[config.mk]
export PLATFORM = sky130hd
export DESIGN_NAME = fb_write_arbiter
export DESIGN_NICKNAME = d
export VERILOG_FILES = /design/src/rtl/fb_write_arbiter_pkg.sv /design/src/rtl/fb_write_arbiter_rr_arb2.sv /design/src/rtl/fb_write_arbiter.sv
export SDC_FILE = /design/constraint.sdc
export NUM_CORES = 1
export LEC_CHECK = 0
export BUFFER_PORTS_ARGS = -buffer_cell sky130_fd_sc_hd__buf_2
export CAP_MARGIN = 15
export CELL_PAD_IN_SITES_DETAIL_PLACEMENT = 1
export CELL_PAD_IN_SITES_GLOBAL_PLACEMENT = 2
export CORE_MARGIN = 8
export CORE_UTILIZATION = 26
export CTS_BUF_LIST = sky130_fd_sc_hd__clkbuf_4
export CTS_CLUSTER_DIAMETER = 150
export DETAILED_ROUTE_END_ITERATION = 16
export PLACE_DENSITY = 0.88
export SYNTH_ARGS = -nofsm -noshare
export SYNTH_HDL_FRONTEND = slang
export SYNTH_SLANG_ARGS = --single-unit
export TNS_END_PERCENT = 30
[constraint.sdc]
create_clock -name clk -period 1.85 [get_ports clk]
set_input_delay 0.185 -clock clk [delete_from_list [all_inputs] [get_ports clk]]
set_output_delay 0.185 -clock clk [all_outputs]
set_load 0.005 [all_outputs]
[src/rtl/fb_write_arbiter_pkg.sv]
// fb_pkg: shared defaults and state encoding for the frame-buffer write arbiter.
//   FB_AW / FB_DW   default address / pixel widths (32K pixels, RGB111)
//   FB_CLEAR_COLOR  default colour written by the clear sweep
//   fb_state_t      controller state (ST_RUN, ST_CLEAR)
package fb_pkg;

  localparam int unsigned FB_AW = 15;
  localparam int unsigned FB_DW = 3;
  localparam logic [2:0]  FB_CLEAR_COLOR = 3'b000;

  typedef enum logic {
    ST_RUN   = 1'b0,
    ST_CLEAR = 1'b1
  } fb_state_t;

endpackage

[src/rtl/fb_write_arbiter_rr_arb2.sv]
// rr_arb2: two-way round-robin grant.
//   req[1:0]  request per port
//   last      port granted most recently (a tie goes to the other port)
//   en        grant enable; no grant when low
//   gnt[1:0]  one-hot grant (or zero)
module rr_arb2 (
  input  logic [1:0] req,
  input  logic       last,
  input  logic       en,
  output logic [1:0] gnt
);

  always_comb begin
    gnt = '0;
    if (en) begin
      unique case (req)
        2'b01:   gnt = 2'b01;
        2'b10:   gnt = 2'b10;
        2'b11:   gnt = last ? 2'b01 : 2'b10;
        default: gnt = '0;
      endcase
    end
  end

endmodule

[src/rtl/fb_write_arbiter.sv]
// fb_write_arbiter: single write port controller for the VGA frame buffer.
// Two requesters share the RAM write port through a round-robin arbiter;
// a clear sweep can fill the whole buffer with CLEAR_COLOR.
// Ports:
//   clk, reset                 clock, synchronous active-high reset
//   clear_req                  1-cycle pulse starting a clear sweep
//   valid0/addr0/data0/ready0  requester 0 handshake
//   valid1/addr1/data1/ready1  requester 1 handshake
//   mem_we/mem_addr/mem_data   registered RAM write port
//   busy                       high while the clear sweep runs
// Build option: define CLEAR_ON_RESET_EN to run a full clear sweep after reset.
module fb_write_arbiter
  import fb_pkg::*;
#(
  parameter int unsigned    AW          = FB_AW,
  parameter int unsigned    DW          = FB_DW,
  parameter logic [DW-1:0]  CLEAR_COLOR = DW'(FB_CLEAR_COLOR)
) (
  input  logic          clk,
  input  logic          reset,
  input  logic          clear_req,
  input  logic          valid0,
  input  logic [AW-1:0] addr0,
  input  logic [DW-1:0] data0,
  output logic          ready0,
  input  logic          valid1,
  input  logic [AW-1:0] addr1,
  input  logic [DW-1:0] data1,
  output logic          ready1,
  output logic          mem_we,
  output logic [AW-1:0] mem_addr,
  output logic [DW-1:0] mem_data,
  output logic          busy
);

`ifdef CLEAR_ON_RESET_EN
  localparam fb_state_t RESET_STATE = ST_CLEAR;
`else
  localparam fb_state_t RESET_STATE = ST_RUN;
`endif

  localparam logic [AW-1:0] LAST_ADDR = '1;

  fb_state_t     state, state_nx;
  logic [AW-1:0] clr_cnt;
  logic          last_grant;
  logic          arb_en;
  logic [1:0]    gnt;
  logic          sweep_done;
  logic          clr_write;

  rr_arb2 u_arb (
    .req  ({valid1, valid0}),
    .last (last_grant),
    .en   (arb_en),
    .gnt  (gnt)
  );

  assign ready0 = gnt[0];
  assign ready1 = gnt[1];
  assign busy   = (state == ST_CLEAR);

  // The sweep ends once the final address is already on the write port;
  // mem_we distinguishes this from the idle post-reset outputs.
  assign sweep_done = (state == ST_CLEAR) && mem_we && (mem_addr == LAST_ADDR);

  // Entry into CLEAR issues address 0 on the same edge, so the sweep's
  // writes occupy exactly the cycles in which busy is high.
  assign clr_write = ((state == ST_RUN) && clear_req) ||
                     ((state == ST_CLEAR) && !sweep_done);

  always_comb begin
    state_nx = state;
    arb_en   = 1'b0;
    unique case (state)
      ST_RUN: begin
        if (clear_req) state_nx = ST_CLEAR;
        else           arb_en   = 1'b1;
      end
      ST_CLEAR: begin
        if (sweep_done) state_nx = ST_RUN;
      end
      default: state_nx = ST_RUN;
    endcase
  end

  always_ff @(posedge clk) begin
    if (reset) begin
      state      <= RESET_STATE;
      clr_cnt    <= '0;
      last_grant <= 1'b1;
      mem_we     <= 1'b0;
      mem_addr   <= '0;
      mem_data   <= '0;
    end else begin
      state <= state_nx;
      if (clr_write) begin
        mem_we   <= 1'b1;
        mem_addr <= clr_cnt;
        mem_data <= CLEAR_COLOR;
        clr_cnt  <= clr_cnt + AW'(1);
      end else if (|gnt) begin
        mem_we     <= 1'b1;
        mem_addr   <= gnt[1] ? addr1 : addr0;
        mem_data   <= gnt[1] ? data1 : data0;
        last_grant <= gnt[1];
      end else begin
        mem_we <= 1'b0;
      end
    end
  end

endmodule

==> results.yml <==
timing:
  hold_viol: 0
  slew_headroom_pct: 59.2
  worstMarginPinSlew_ps: 611
  fin_crit_ps: 1800
  layout_setup_ws_ps: 49.3
  finalCritPeriodShare_pct: 97.3
  finalMaxSlewViolations: 0
  hold_slack_ps: 84.2
  grt_setup_unrepaired: "true"
  fin_skew_ps: 8.01
  setup_violations: 0
  fmax_ghz: 0.555
clock_network:
  insertion_delay_ps: 350
  path_clk_slew_ps: 110
  cts_num_sinks: 36
  root_buffer: "clkbuf_4"
  cts_made_buffers: 5
  h-tree-depth: 2
  post-cts-setup-buffers: 0
  ctsHoldBuffers: 0
  cts_tree: "built"
  clockBufferDepth: 2
worst_setup_path:
  worstSetupStartpoint: "mem_addr[12]"
  rr_worst_depth: 6
  cp-start-kind: "register"
  worst_ep_required_time_ps: 2090
  crit-reg2reg-capture: "clr_cnt[4]"
  worstSetupEndpointType: "register"
  r2r_start: "mem_addr[12]"
  worstPathArrival_ps: 2040
  path_max_fanout: 6
  critical_path_class: "reg -> reg"
  r2r_setup_slack_ps: 50
final_layout:
  design_area_um2: 2360
  diodes: 0
  syn_to_final_growth_pct: 33.8
  final_cells: 363
  drive_gt1_share_pct: 38.5
  nNetsFinal: 325
drt:
  drt-initial-drc-count: 119
  route.antenna.remaining_nets: 0
  routed_via_density: 5.33
  drt-pass1-iter-count: 4
  wirelength_um: 6620
  route.detailed.wl_per_inst_um: 18.2
  vias: 1936
  drc: 0
run_status:
  status: "completed"
hold_path:
  min_from: "addr1[0]"
  min_to: "mem_addr[0]"
  hold_class: "in -> reg"
  hold_depth: 3
placed_design:
  placed_area_um2: 2270
  dp.cells: 356
  gp_congestion: 0.853
  dp_worst_setup_slack_ps: -14.8
  place_hpwl_um: 5070
  io_buffers: 62
die:
  start_util_pct: 26.4
  die_w_um: 98.4
  core.rowCount: 30
  fp.dieH_um: 98.4
  design.die.area_um2: 9680
  ios: 63
  coreArea_um2: 6680
yosys:
  synth_cells: 205
  ys_types: 41
  async_flop_share_pct: 0
  avgSynthCellArea_um2: 8.61
  dominantRegCellSynth: "dfxtp_1"
  synth_fp_nets: 247
  synth-seq-cells: 36
  syn_area_um2: 1770
  yosysWarnings: 0
  synth-edff-count: 0
  ys_seq_area_share_pct: 40.8
global_routing:
  antenna_found_initial: 0
  grt_remaining_overflow: 0
  grt_max_degree: 33
  grt_pass1_vias: 2100
  grt_pass1_wl_um: 10600
  grt_util_all_layers_pct: 13.6
run:
  drv_cap: 0
power:
  powerDensity_nw_per_um2: 637
  p_leak_nw: 0.960
  ir_drop_uv: 328
## cells in the mapped netlist, types with 2 or more instances
cell type  number  area (um2)
nand2_1        24        90.1
nand3_1         9        45.0
nand3b_1        2        15.0
a31oi_1        13        81.3
nor2b_1         4        25.0
a222oi_1       12         120
xnor2_1         3        26.3
or3_1           2        12.5
nand4_1         9        56.3
dfxtp_1        36         721
a2111oi_0       4        35.0
clkbuf_1        6        22.5
mux2i_1         4        40.0
nor3_1          6        30.0
mux2_2          4        45.0
o41ai_1         2        17.5
buf_2           3        15.0
o21ai_0         4        20.0
inv_1           6        22.5
nor2_1         18        67.6
a21oi_1        10        50.1
nor4_1          2        12.5
a211oi_1        2        15.0
or4_1           2        15.0
a41oi_1         2        17.5
## through the flow
step                      utilization [%]  setup TNS, ps  total power, mW
after detailed placement             33.9          -14.8             1.08
final                                35.4              0             1.51
after global routing                 35.4          -16.9             1.56
after CTS                            35.0              0             1.51
after global placement               33.9              0             1.07
after floorplan                         -              0            0.953
## repair_timing
item | CTS | global route
pin swaps | 1 | 0
setup endpoints to repair | 4 | 11
gates resized for setup | 4 | 9
## worst max-delay path, stage by stage (launching register included)
cell and delay, ps:
dfxtp_1 350, nand4_1 140, nor3_1 70, buf_4 150
a211oi_1 390, and3_2 260, mux2_2 330
## kinds of logic (layout without fill, tap and decap cells)
| kind of cell | after synthesis | in the layout | synth area share [%] |
|---|---|---|---|
| XOR/XNOR | 3 | 3 | 1.49 |
| adder cells (fa/ha/maj) | 1 | 1 | 0.709 |
| buffers and inverters | 17 | 95 | 4.68 |
| AND/OR/NAND/NOR | 86 | 86 | 24.9 |
| AO/OA/AOI/OAI | 54 | 54 | 22.6 |
| multiplexers | 8 | 8 | 4.82 |
| flip-flops | 36 | 36 | 40.8 |
## how the worst max path moves through the flow
stage | end | cells past startpoint | slack [ps]
2_1_floorplan | clr_cnt[11] | 5 | 80
3_3_place_gp | mem_addr[3] | 6 | 90
3_5_place_dp | mem_data[0] | 4 | -10
4_1_cts | mem_data[0] | 6 | 20
5_1_grt | clr_cnt[4] | 5 | -20
6_report | clr_cnt[4] | 6 | 50
## power by group
part           switching (mW)  internal, mW  total, mW
logic                   0.125         0.114      0.239
registers              0.0305         0.805      0.836
clock network           0.276         0.155      0.431
total                   0.432          1.07       1.51
## cell usage in the layout, fill, tap and decap left out, drive strengths merged, types with 2 or more instances in the layout
| master | instances |
|---|---|
| nand2 | 24 |
| clkbuf | 6 |
| nand4 | 9 |
| nor2 | 18 |
| nor2b | 4 |
| xnor2 | 3 |
| a41oi | 2 |
| nand3 | 10 |
| or3 | 2 |
| dfxtp | 36 |
| nand3b | 2 |
| nor4 | 2 |
| o41ai | 2 |
| a21oi | 10 |
| mux2 | 4 |
| o21ai | 4 |
| nor3 | 6 |
| or4 | 2 |
| buf | 82 |
| a211oi | 2 |
| a2111oi | 4 |
| a222oi | 12 |
| a31oi | 13 |
| inv | 6 |
| mux2i | 4 |
| and3 | 2 |
## layout make-up
type / count / area, um2
Clock buffer: 6 / 45.0
Clock inverter: 1 / 5.00
Fill cell: 843 / 4320
Inverter: 6 / 22.5
Multi-Input combinational cell: 152 / 1000
Sequential cell: 36 / 724
Tap cell: 80 / 100
Timing Repair Buffer: 82 / 464
## metal layers
layer | wire, um | global-route usage [%] | up-vias
met5 | 0 | 0 | -
li1 | - | - | 942
met2 | 3300 | 23.9 | 59
met3 | 378 | 3.63 | 9
met1 | 2840 | 15.4 | 926
met4 | 104 | 4.72 | 0
## sequential cells by signal, summed over array words and instances (netlist names)
name        count
clr_cnt        15
mem_addr       15
busy            1
mem_we          1
mem_data        3
last_grant      1
Power figures use the tool's default switching activity.
